### config.mk
export PLATFORM = sky130hd
export DESIGN_NAME = sram_arbiter
export DESIGN_NICKNAME = d
export VERILOG_FILES = /design/src/rtl/accel_pkg.sv /design/src/rtl/rr_arbiter.sv /design/src/rtl/sram_arbiter.sv
export SDC_FILE = /design/constraint.sdc
export NUM_CORES = 1
export LEC_CHECK = 0
export CORE_ASPECT_RATIO = 2
export CORE_MARGIN = 1
export CORE_UTILIZATION = 37
export DETAILED_ROUTE_END_ITERATION = 10
export PLACE_DENSITY = 0.81
export SLEW_MARGIN = 20
export SYNTH_ARGS = -nofsm -noshare
export SYNTH_HDL_FRONTEND = slang
export SYNTH_HIERARCHICAL = 1
export SYNTH_SLANG_ARGS = --single-unit
### constraint.sdc
create_clock -name wb_clk_i -period 3.86 [get_ports wb_clk_i]
set_input_delay 0.772 -clock wb_clk_i [delete_from_list [all_inputs] [get_ports wb_clk_i]]
set_output_delay 0.772 -clock wb_clk_i [all_outputs]
set_load 0.01 [all_outputs]
### src/rtl/accel_pkg.sv
// Accelerator-wide constants shared by the scratch-SRAM arbiter and its requesters.
package accel_pkg;

   localparam int SRAM_AW   = 8;
   localparam int SRAM_DW   = 32;
   localparam int SRAM_BE_W = 4;

   localparam int REQ_WB    = 0;
   localparam int REQ_MMUL  = 1;
   localparam int REQ_MCONV = 2;

   typedef enum logic [1:0] {
      ST_IDLE    = 2'd0,
      ST_ACCESS  = 2'd1,
      ST_CAPTURE = 2'd2
   } arb_state_e;

endpackage

### src/rtl/rr_arbiter.sv
// Combinational round-robin pick: search starts one past the last winner and wraps.
module rr_arbiter #(
   parameter int NUM_REQ = 3,
   parameter int IDX_W   = (NUM_REQ > 1) ? $clog2(NUM_REQ) : 1
) (
   input  logic [NUM_REQ-1:0] req_i,
   input  logic [IDX_W-1:0]   last_i,
   output logic [NUM_REQ-1:0] gnt_o,
   output logic [IDX_W-1:0]   gnt_idx_o,
   output logic               valid_o
);

   logic [IDX_W-1:0] idx;

   always_comb begin
      // NOTE: every output gets a default before the search, so no path leaves one unassigned (no latch).
      gnt_o     = '0;
      gnt_idx_o = '0;
      valid_o   = 1'b0;
      idx       = '0;
      for (int off = 1; off <= NUM_REQ; off++) begin
         idx = IDX_W'((int'(last_i) + off) % NUM_REQ);
         if (!valid_o && req_i[idx]) begin
            valid_o    = 1'b1;
            gnt_o[idx] = 1'b1;
            gnt_idx_o  = idx;
         end
      end
   end

endmodule

### src/rtl/sram_arbiter.sv
// Shares the single-port scratch SRAM: IDLE arbitrates, ACCESS drives the macro for
// one cycle, CAPTURE samples Do0 and pulses done to the owner.
module sram_arbiter
   import accel_pkg::*;
#(
   parameter int NUM_REQ = 3,
   parameter int AW      = SRAM_AW,
   parameter int DW      = SRAM_DW
) (
   input  logic                         wb_clk_i,
   input  logic                         wb_rst_i,
   input  logic [NUM_REQ-1:0]           req_i,
   input  logic [NUM_REQ-1:0]           we_i,
   input  logic [SRAM_BE_W*NUM_REQ-1:0] be_i,
   input  logic [NUM_REQ*AW-1:0]        addr_i,
   input  logic [NUM_REQ*DW-1:0]        wdata_i,
   output logic [NUM_REQ-1:0]           grant_o,
   output logic [NUM_REQ-1:0]           done_o,
   output logic [DW-1:0]                rdata_o,
   output logic                         busy_o,
   output logic                         sram_en_o,
   output logic [SRAM_BE_W-1:0]         sram_we_o,
   output logic [AW-1:0]                sram_addr_o,
   output logic [DW-1:0]                sram_di_o,
   input  logic [DW-1:0]                sram_do_i
);

   localparam int IDX_W = (NUM_REQ > 1) ? $clog2(NUM_REQ) : 1;

   arb_state_e             state_q, state_d;
   logic [NUM_REQ-1:0]     grant_q, grant_d;
   logic [NUM_REQ-1:0]     done_q, done_d;
   logic                   busy_q, busy_d;
   logic                   en_q, en_d;
   logic                   wr_q, wr_d;
   logic [SRAM_BE_W-1:0]   we_q, we_d;
   logic [AW-1:0]          addr_q, addr_d;
   logic [DW-1:0]          di_q, di_d;
   logic [DW-1:0]          rdata_q, rdata_d;
   logic [IDX_W-1:0]       last_q, last_d;

   logic [NUM_REQ-1:0]     req_masked;
   logic [NUM_REQ-1:0]     pick_gnt;
   logic [IDX_W-1:0]       pick_idx;
   logic                   pick_valid;

   logic                   sel_we;
   logic [SRAM_BE_W-1:0]   sel_be;
   logic [AW-1:0]          sel_addr;
   logic [DW-1:0]          sel_wdata;

   // The port whose done is showing sits out one arbitration round.
   assign req_masked = req_i & ~done_q;

   rr_arbiter #(
      .NUM_REQ (NUM_REQ),
      .IDX_W   (IDX_W)
   ) u_rr_arbiter (
      .req_i     (req_masked),
      .last_i    (last_q),
      .gnt_o     (pick_gnt),
      .gnt_idx_o (pick_idx),
      .valid_o   (pick_valid)
   );

   always_comb begin
      sel_we    = 1'b0;
      sel_be    = '0;
      sel_addr  = '0;
      sel_wdata = '0;
      for (int i = 0; i < NUM_REQ; i++) begin
         if (pick_gnt[i]) begin
            sel_we    = we_i[i];
            sel_be    = be_i[i*SRAM_BE_W +: SRAM_BE_W];
            sel_addr  = addr_i[i*AW +: AW];
            sel_wdata = wdata_i[i*DW +: DW];
         end
      end
   end

   always_comb begin
      state_d = state_q;
      grant_d = grant_q;
      done_d  = '0;
      busy_d  = busy_q;
      en_d    = 1'b0;
      wr_d    = wr_q;
      we_d    = '0;
      addr_d  = '0;
      di_d    = '0;
      rdata_d = rdata_q;
      last_d  = last_q;

      unique case (state_q)
         ST_IDLE: begin
            if (pick_valid) begin
               state_d = ST_ACCESS;
               grant_d = pick_gnt;
               busy_d  = 1'b1;
               en_d    = 1'b1;
               wr_d    = sel_we;
               we_d    = sel_we ? sel_be : '0;
               addr_d  = sel_addr;
               di_d    = sel_wdata;
               last_d  = pick_idx;
            end
         end
         ST_ACCESS: begin
            state_d = ST_CAPTURE;
         end
         ST_CAPTURE: begin
            state_d = ST_IDLE;
            grant_d = '0;
            busy_d  = 1'b0;
            done_d  = grant_q;
            if (!wr_q) rdata_d = sram_do_i;
         end
         default: begin
            state_d = ST_IDLE;
            grant_d = '0;
            busy_d  = 1'b0;
         end
      endcase
   end

   always_ff @(posedge wb_clk_i or posedge wb_rst_i) begin
      if (wb_rst_i) begin
         state_q <= ST_IDLE;
         grant_q <= '0;
         done_q  <= '0;
         busy_q  <= 1'b0;
         en_q    <= 1'b0;
         wr_q    <= 1'b0;
         we_q    <= '0;
         addr_q  <= '0;
         di_q    <= '0;
         rdata_q <= '0;
         last_q  <= IDX_W'(NUM_REQ - 1);
      end else begin
         // NOTE: non-blocking updates so every register samples the pre-edge value of the others.
         state_q <= state_d;
         grant_q <= grant_d;
         done_q  <= done_d;
         busy_q  <= busy_d;
         en_q    <= en_d;
         wr_q    <= wr_d;
         we_q    <= we_d;
         addr_q  <= addr_d;
         di_q    <= di_d;
         rdata_q <= rdata_d;
         last_q  <= last_d;
      end
   end

   assign grant_o     = grant_q;
   assign done_o      = done_q;
   assign rdata_o     = rdata_q;
   assign busy_o      = busy_q;
   assign sram_en_o   = en_q;
   assign sram_we_o   = we_q;
   assign sram_addr_o = addr_q;
   assign sram_di_o   = di_q;

endmodule

==> flow_summary_export.csv, run 1 <==
group,metric,value,unit
detailed_routing,firstDrtPassIters,4,
grt,grt_pass1_wl,20200,microns
timing,relSlewSlack,0.361,
clock_tree,root_buffer,"clkbuf_16",
synth,syn_area,4120,sq um
floorplanning,ios,256,
critical_path,slowest_delay,0.46,ns
placed_design,place_congestion,0.837,
floorplanning,core,10900,sq um
critical_path,cp_slowest_cell,"clkdlybuf4s50_1",
timing,worst_slew_pin_slew,0.959,ns
critical_path,critPathRequiredTime,4.10,ns
synth,synth-async-reset-ratio,1.00,
clock_tree,clock-sinks,89,
clock_tree,h-tree-depth,3,
clock_tree,clk_latency,0.34,ns
detailed_routing,ant_nets,0,
detailed_routing,via_per_inst,5.15,
timing,grt_setup_unrepaired,"no",
critical_path,worstSetupPathDepth,10,
outcome,outcome,"completed",
grt,track_usage,0.230,
detailed_routing,drcViolationCount,0,
final_layout,diodes,0,
critical_path,path_max_fanout,16,
synth,synthTopCellsByCount,"dfrtp_1 (88), nor2b_1 (51), a221oi_1 (43), nor3_1 (43), mux2_1 (31)",
clock_tree,cts_made_buffers,9,
synth,ys_warn_count,6,
pwr,powerDensity,731,nW/um^2
synth,synth_cells,355,
grt,gr-total-overflow,0,
floorplanning,num_rows,54,
grt,grt_max_degree,92,
floorplanning,die_w,76.6,microns
placed_design,io_buffers,255,
synth,ys.flop_type,"dfrtp_1",
final_layout,multi_input_area,1730,sq um
clock_tree,clockBufferDepth,2,
timing,setup_viol,0,
grt,antenna_found_initial,0,
floorplanning,die_h,151,microns
critical_path,r2r_cells,10,
final_layout,areaGrowthSynthToFinish,73.4,%
final_layout,seq_area,2230,sq um
final_layout,layout-drive-gt1-share,0.0677,
final_layout,stdcell_area,7150,sq um
floorplanning,start_util,0.379,
detailed_routing,wl_per_cell,17.7,microns
clock_tree,cts_tree,"yes",
synth,synth_area_leader_cell,"dfrtp_1",
detailed_routing,vias,3845,
final_layout,fill_cells,870,
placed_design,dp_hpwl,10200,microns
critical_path,arrival,3.60,ns
placed_design,dpl_cell_area,6820,sq um
critical_path,crit_family,"simple AND/OR/NAND/NOR gates",
detailed_routing,routed_wirelength,13200,microns
floorplanning,die_area,11600,sq um
critical_path,critPathCaptureType,"flip-flop",
clock_tree,cts_hold_buf,0,
critical_path,crit_chain,"clkdlybuf4s50_1 -> nor2b_1 -> mux2i_1 -> o22ai_2 -> mux2i_1 -> o31ai_2 -> nor2b_4 -> buf_4 -> a221oi_1 -> nor3_1",
pwr,p_leak,0.00291,uW
clock_tree,cts_resized,0,
final_layout,nets,777,
synth,synth_fp_nets,531,
synth,synth_edf_count,0,
synth,yosysUniqueCellTypes,35,
synth,syn_avg_cell_area,11.6,sq um
critical_path,critical_path_class,"in -> reg",
grt,grtUsageMet1,0.219,
pwr,vdd_drop_max,0.000398,V
timing,hold_viol,0,
synth,yosysMostFrequentCell,"dfrtp_1",
grt,grt_busiest_layer,"met2",
clock_tree,path_clk_slew,0.07,ns
synth,synth-seq-cells,89,
timing,finalCritPeriodShare,0.871,
timing,setup_tns,0,ns
grt,groute.layer.met3.usage,0.0651,
grt,grt_pass1_vias,4077,
timing,drv_slew,0,
synth,ys_seq_area_frac,0.541,
timing,fmax,297,MHz
synth,yosysTopAreaCellShare,0.534,
hold_path,whs_path_depth,1,
detailed_routing,initialDrtViolationCount,144,
timing,fin_crit,3.36,ns
clock_tree,cts_setup_buffers,0,
grt,met2_usage,0.443,
critical_path,critPathLaunchType,"primary input",
critical_path,crit_path_frequent_cell,"mux2i_1",
critical_path,crit_buf_inv,2,
timing,finalClockSkew,0.0106,ns
hold_path,hold_path_class,"reg -> reg",
run,cap_violations,0,
synth,yosys-top-cells-area,"dfrtp_1 (53%), a221oi_1 (9.1%), mux2_1 (8.5%), nor2b_1 (7.7%), nor3_1 (5.2%)",
critical_path,r2r_setup_slack,0.80,ns
## per-stage QoR
step                      utilization  hold slack (ns)  setup slack (ns)  total power [uW]  std cells
after floorplan                     -            0.448             0.783              3100        355
after global placement          0.627            0.467             0.376              4180        730
after detailed placement        0.627            0.475             0.180              4300        730
after CTS                       0.657            0.488             0.539              5280        746
after global routing            0.657            0.502             0.355              5570        746
final                           0.657            0.484             0.498              5230        746
## power breakdown
| group | switching [uW] | internal [uW] | total [uW] |
|---|---|---|---|
| combinational | 1370 | 1450 | 2820 |
| clock | 379 | 593 | 972 |
| sequential | 147 | 1290 | 1430 |
## per-layer routing
layer,vias up,part of all wire
li1,1789,-
met1,1841,0.32
met2,185,0.57
met3,30,0.069
met4,0,0.032
met5,-,0
## registers in the layout, indices dropped and copies added (netlist names), 2 cells and up
register	cells
rdata_o	32
sram_di_o	32
sram_addr_o	8
sram_we_o	4
done_o	3
grant_o	3
last_q	2
state_q	2
## cell usage in the layout, fill, tap and decap left out, types with 2 or more instances in the layout
cell type / count
mux2i_1: 7
mux2_1: 31
and2_1: 3
nor2_1: 5
buf_4: 9
ha_1: 4
inv_6: 3
nand2b_1: 2
mux2_2: 3
a21oi_1: 4
inv_1: 11
bufinv_16: 2
dfrtp_1: 88
nor2b_1: 49
nor3_1: 43
clkdlybuf4s50_1: 255
nand3b_1: 4
nand2_1: 6
clkbuf_16: 9
a221oi_1: 43
o21ai_0: 2
## cell families (layout without fill, tap and decap cells)
logic type,after synthesis,count (layout),synth area share
buf+inv,42,293,0.0495
fa+ha+maj,4,4,0.0121
simple gates,116,116,0.158
flops,89,89,0.541
mux,41,41,0.110
compound gates,63,63,0.130
## path summary, 6_finish.rpt
kind,from,end
min in group asynchronous,wb_rst_i,rdata_o[6]
max in group asynchronous,wb_rst_i,rdata_o[16]
hold reg to reg,rdata_o[2],rdata_o[2]
hold / removal,rdata_o[2],rdata_o[2]
setup / recovery,req_i[1],sram_addr_o[2]
setup reg to reg,last_q[0],sram_we_o[1]
## final cells by class
type                    instances  area share
clock buffers                  10      0.0334
repair buffers                265       0.369
flip-flops and latches         89       0.312
clock inverters                 6      0.0133
multi-input cells             224       0.241
well taps                     140      0.0245
inverters                      12     0.00648
Note: power is estimated with default switching activity, not from simulation.
==> run 2: changes to the inputs <==
--- a/config.mk
+++ b/config.mk
@@ -9,9 +9,11 @@
 export CORE_MARGIN = 1
 export CORE_UTILIZATION = 37
 export DETAILED_ROUTE_END_ITERATION = 10
-export PLACE_DENSITY = 0.81
+export HOLD_SLACK_MARGIN = 0.1
+export PLACE_DENSITY = 0.79
 export SLEW_MARGIN = 20
 export SYNTH_ARGS = -nofsm -noshare
 export SYNTH_HDL_FRONTEND = slang
 export SYNTH_HIERARCHICAL = 1
 export SYNTH_SLANG_ARGS = --single-unit
+export TNS_END_PERCENT = 5
==> run 2 against run 1 <==
- register-to-register slack got worse by 0.24 ns
- global-route usage about the same
- flip-flop and latch count unchanged
- power fell by 1.7%
- die area did not move
- sequential power is essentially flat
- routed wire length fell by 1.7%
- critical endpoint unchanged
==> flow_summary_export.csv, run 2 (synthesis gave the netlist of run 1 again) <==
group,metric,value,unit
critical_path,critPathLaunchType,"primary input",
pwr,powerDensity,722,nW/um^2
pwr,p_leak,0.00289,uW
detailed_routing,vias,3856,
timing,fin_crit,3.57,ns
floorplanning,die_area,11600,sq um
critical_path,path_max_fanout,43,
timing,fmax,280,MHz
timing,worst_slew_pin_slew,1.04,ns
pwr,vdd_drop_max,0.000370,V
final_layout,fin_util,0.654,
timing,finalCritPeriodShare,0.924,
final_layout,seq_area,2230,sq um
final_layout,final_common_cell,"clkdlybuf4s50_1",
clock_tree,h-tree-depth,3,
timing,finalClockSkew,0.0125,ns
clock_tree,clockBufferDepth,2,
final_layout,multi_input_area,1730,sq um
floorplanning,die_w,76.6,microns
floorplanning,ios,256,
detailed_routing,ant_nets,0,
clock_tree,clk_latency,0.35,ns
floorplanning,die_h,151,microns
placed_design,dpl_cell_area,6810,sq um
clock_tree,cts_tree,"yes",
clock_tree,cts_made_buffers,9,
hold_path,hold_path_class,"reg -> reg",
detailed_routing,wl_per_cell,17.5,microns
placed_design,io_buffers,255,
critical_path,r2r_setup_slack,0.56,ns
final_layout,diodes,0,
pwr,total_power,5140,uW
final_layout,fill_cells,880,
final_layout,stdcell_area,7120,sq um
final_layout,final_cell_mix,"clkdlybuf4s50_1 (255), dfrtp_1 (88), nor2b_1 (49), a221oi_1 (43), nor3_1 (43)",
floorplanning,num_rows,54,
detailed_routing,initialDrtViolationCount,169,
placed_design,place_congestion,0.783,
clock_tree,cts_resized,0,
timing,grt_setup_unrepaired,"no",
grt,track_usage,0.230,
clock_tree,path_clk_slew,0.07,ns
outcome,outcome,"completed",
timing,hold_viol,0,
final_layout,layout-drive-gt1-share,0.0630,
grt,grt_max_degree,92,
grt,antenna_found_initial,0,
grt,grt_pass1_vias,4002,
placed_design,dp.cells,727,
grt,gr-total-overflow,0,
final_layout,areaGrowthSynthToFinish,72.6,%
timing,relSlewSlack,0.306,
critical_path,critical_path_class,"in -> reg",
timing,drv_slew,0,
floorplanning,start_util,0.379,
critical_path,critPathCaptureType,"flip-flop",
critical_path,critPathRequiredTime,4.10,ns
critical_path,arrival,3.81,ns
detailed_routing,via_per_inst,5.19,
floorplanning,core,10900,sq um
run,cap_violations,0,
placed_design,dp_hpwl,9780,microns
clock_tree,clock-sinks,89,
clock_tree,cts_setup_buffers,0,
timing,whs,0.485,ns
grt,grt_pass1_wl,20100,microns
timing,setup_viol,0,
final_layout,layout.cells.non_filler,743,
final_layout,nets,774,
detailed_routing,drcViolationCount,0,
detailed_routing,routed_wirelength,13000,microns
clock_tree,root_buffer,"clkbuf_16",
clock_tree,cts_hold_buf,0,
detailed_routing,firstDrtPassIters,4,
==> run 2: power breakdown <==
part | internal, uW | total (uW) | switching (uW)
clock network | 515 | 911 | 396
registers | 1290 | 1440 | 149
logic | 1430 | 2790 | 1360
==> run 2: path summary, 6_finish.rpt <==
check                      startpoint             end  cells past startpoint
setup reg to reg            last_q[0]  sram_addr_o[2]                      9
hold reg to reg            rdata_o[3]      rdata_o[3]                      1
max in group asynchronous    wb_rst_i     rdata_o[25]                      3
hold / removal             rdata_o[3]      rdata_o[3]                      1
setup / recovery             req_i[1]  sram_addr_o[2]                      9
min in group asynchronous    wb_rst_i     rdata_o[30]                      2
==> run 2: final cells by class <==
class | count | share of cell area
well taps | 140 | 0.0246
flip-flops and latches | 89 | 0.313
inverters | 12 | 0.00650
clock inverters | 7 | 0.0121
clock buffers | 9 | 0.0316
multi-input cells | 224 | 0.242
repair buffers | 262 | 0.370
==> run 2: metal layers <==
metal,vias up,GRT usage,wire length (microns)
met3,35,0.0687,947
li1,1786,-,-
met4,0,0.127,527
met2,212,0.411,7130
met5,-,0,0
met1,1823,0.238,4420
==> run 2: metrics by stage <==
stage | TNS (ns) | setup WS [ns]
after floorplan | 0 | 0.783
after global placement | 0 | 0.244
after detailed placement | -0.0233 | -0.0233
after CTS | 0 | 0.335
after global routing | 0 | 0.0953
final | 0 | 0.292
==> run 2: critical path: stages <==
cell and delay, ns:
clkdlybuf4s50_1 0.44, nor2b_1 0.37, mux2i_1 0.17, o21ai_2 0.38, nand2_1 0.15, o31ai_2 0.10, nor2b_4 0.88, a221oi_1 0.19
nor3_1 0.31
==> run 3: changes to the inputs <==
--- a/config.mk
+++ b/config.mk
@@ -5,15 +5,16 @@
 export SDC_FILE = /design/constraint.sdc
 export NUM_CORES = 1
 export LEC_CHECK = 0
+export ABC_CLOCK_PERIOD_IN_PS = 3860
 export CORE_ASPECT_RATIO = 2
 export CORE_MARGIN = 1
-export CORE_UTILIZATION = 37
+export CORE_UTILIZATION = 38
 export DETAILED_ROUTE_END_ITERATION = 10
+export GPL_TIMING_DRIVEN = 0
 export HOLD_SLACK_MARGIN = 0.1
 export PLACE_DENSITY = 0.79
 export SLEW_MARGIN = 20
 export SYNTH_ARGS = -nofsm -noshare
 export SYNTH_HDL_FRONTEND = slang
-export SYNTH_HIERARCHICAL = 1
 export SYNTH_SLANG_ARGS = --single-unit
 export TNS_END_PERCENT = 5
==> run 3 against run 2 <==
- critical path depth stayed put
- die area increased by 3.7%
- clock power grew 0.7%
- via count grew 4.9%
- combinational power grew 52%
- flip-flop and latch count is the same
- fmax rose by 20%
- count of clock-buffer cells in the layout stayed put
- routed wire length increased by 13%
- highest routed layer unchanged
==> flow_summary_export.csv, run 3 <==
group,metric,value,unit
synth,synth_fp_nets,532,
floorplanning,ios,256,
clock_tree,cts_tree,"yes",
detailed_routing,wl_per_cell,19.1,microns
hold_path,hold_path_class,"reg -> reg",
timing,fin_crit,2.96,ns
placed_design,dp.cells,754,
outcome,outcome,"completed",
final_layout,diodes,0,
clock_tree,h-tree-depth,3,
synth,synth-async-reset-ratio,1.00,
placed_design,place_congestion,0.847,
clock_tree,path_clk_slew,0.07,ns
floorplanning,core,11300,sq um
placed_design,dp_hpwl,11500,microns
critical_path,crit_chain,"clkdlybuf4s50_1 -> nor4bb_2 -> o31ai_1 -> a31oi_2 -> and3_1 -> buf_2 -> buf_6 -> a221oi_2 -> nor2_1",
detailed_routing,initialDrtViolationCount,187,
clock_tree,clockBufferDepth,2,
pwr,vdd_drop_max,0.000833,V
final_layout,layout-drive-gt1-share,0.174,
clock_tree,clk_latency,0.35,ns
floorplanning,num_rows,55,
floorplanning,die_area,12000,sq um
final_layout,areaGrowthSynthToFinish,69.9,%
grt,grt_max_degree,57,
critical_path,path_max_fanout,10,
grt,track_usage,0.256,
synth,synth_area_leader_cell,"dfrtp_1",
clock_tree,clock-sinks,89,
detailed_routing,via_per_inst,5.25,
floorplanning,die_w,78.0,microns
timing,finalClockSkew,0.0178,ns
synth,yosys-top-cells-area,"dfrtp_1 (50%), a221oi_2 (14%), mux2_1 (5.4%), o21ai_0 (4.6%), nor2_1 (4.4%)",
synth,syn_avg_cell_area,12.3,sq um
detailed_routing,ant_nets,0,
critical_path,critPathCaptureType,"flip-flop",
timing,setup_tns,0,ns
synth,synth_cells,356,
critical_path,arrival,3.23,ns
floorplanning,die_h,154,microns
clock_tree,cts_made_buffers,9,
timing,worst_slew_pin_slew,0.754,ns
critical_path,critPathRequiredTime,4.13,ns
grt,gr-total-overflow,0,
clock_tree,cts_resized,0,
synth,ys_warn_count,0,
detailed_routing,vias,4045,
timing,grt_setup_unrepaired,"no",
final_layout,final_common_cell,"clkdlybuf4s50_1",
clock_tree,root_buffer,"clkbuf_16",
critical_path,slowest_delay,0.55,ns
detailed_routing,firstDrtPassIters,4,
floorplanning,start_util,0.389,
run,cap_violations,0,
grt,grt_pass1_wl,23200,microns
timing,hold_viol,0,
synth,yosysTopAreaCellShare,0.501,
critical_path,cp_slowest_cell,"clkdlybuf4s50_1",
grt,grt_pass1_vias,4489,
final_layout,layout.cells.non_filler,770,
synth,synth-seq-cells,89,
final_layout,fin_util,0.661,
synth,syn_area,4390,sq um
detailed_routing,drcViolationCount,0,
clock_tree,cts_hold_buf,0,
timing,finalCritPeriodShare,0.767,
synth,ys.flop_type,"dfrtp_1",
timing,fmax,338,MHz
final_layout,nets,799,
synth,yosysMostFrequentCell,"dfrtp_1",
timing,relSlewSlack,0.497,
grt,antenna_found_initial,0,
critical_path,critical_path_class,"in -> reg",
placed_design,io_buffers,255,
critical_path,critPathLaunchType,"primary input",
synth,ys_seq_area_frac,0.507,
timing,drv_slew,0,
critical_path,crit_buf_inv,3,
synth,synth_edf_count,0,
synth,synthTopCellsByCount,"dfrtp_1 (88), nor2_1 (51), a221oi_2 (40), o21ai_0 (40), mux2_1 (21)",
final_layout,final_cell_mix,"clkdlybuf4s50_1 (255), dfrtp_1 (88), nor2_1 (51), a221oi_2 (40), o21ai_0 (40)",
synth,yosysUniqueCellTypes,49,
clock_tree,cts_setup_buffers,0,
pwr,powerDensity,891,nW/um^2
pwr,p_leak,0.00301,uW
critical_path,crit_family,"buffers and inverters",
timing,setup_viol,0,
detailed_routing,routed_wirelength,14700,microns
## run 3: cell count changes after synthesis, moves of 8 or more
| cell | change |
|---|---|
| a221oi_1 | -43 |
| a221oi_2 | +39 |
| mux2_1 | -10 |
| mux2_2 | +8 |
| nor2_1 | +46 |
| nor2b_1 | -48 |
| nor3_1 | -41 |
| o21ai_0 | +38 |
## run 3: per-layer routing
| metal | vias to the layer above | GRT usage | wire (microns) |
|---|---|---|---|
| met1 | 1943 | 0.255 | 5050 |
| met3 | 48 | 0.0528 | 694 |
| met4 | 0 | 0.147 | 762 |
| met2 | 188 | 0.478 | 8230 |
| met5 | - | 0 | 0 |
| li1 | 1866 | - | - |
## run 3: cell families (layout without fill, tap and decap cells)
| family | count (synthesis) | in the layout | synth area share |
|---|---|---|---|
| adders and majority gates | 4 | 4 | 0.0114 |
| buffers and inverters | 34 | 306 | 0.0439 |
| muxes | 33 | 33 | 0.0843 |
| and+or+nand+nor | 88 | 88 | 0.113 |
| AOI/OAI and AO/OA | 108 | 108 | 0.240 |
| DFF | 89 | 89 | 0.507 |
## run 3: where the power goes
part	switching, uW	leakage (uW)	internal (uW)
combinational	2220	0.00172	2030
sequential	163	0.00113	1310
clock	401	0.000154	516
## run 3: cell type report
class	instances	area (sq um)
clock buffer	9	225
tap	142	178
clock inverter	7	83.8
multi-input combinational	233	1970
inverter	6	26.3
sequential	89	2230
fill	885	3820
timing repair buffer	256	2580
buffer	28	169
## run 3: stage by stage
stage / cell area (sq um) / hold slack [ns] / total power [uW] / setup WS, ns
2_1_floorplan: 4390 / 0.445 / 4250 / 0.783
3_3_place_gp: 7120 / 0.470 / 5610 / -0.649
3_5_place_dp: 7150 / 0.474 / 5750 / 0.564
4_1_cts: 7460 / 0.490 / 6700 / 0.888
5_1_grt: 7460 / 0.499 / 7150 / 0.667
6_report: 7460 / 0.488 / 6650 / 0.898
## run 3: worst paths after layout
kind                             start            end  slack, ns  cells after the start
max                           req_i[2]  sram_di_o[29]       0.90                      9
min in group asynchronous     wb_rst_i   sram_di_o[6]       0.80                      2
max reg2reg                  last_q[1]  sram_di_o[29]       0.96                      8
min reg2reg                rdata_o[16]    rdata_o[16]       0.49                      1
max in group asynchronous     wb_rst_i      last_q[1]       2.36                      3
min                        rdata_o[16]    rdata_o[16]       0.49                      1
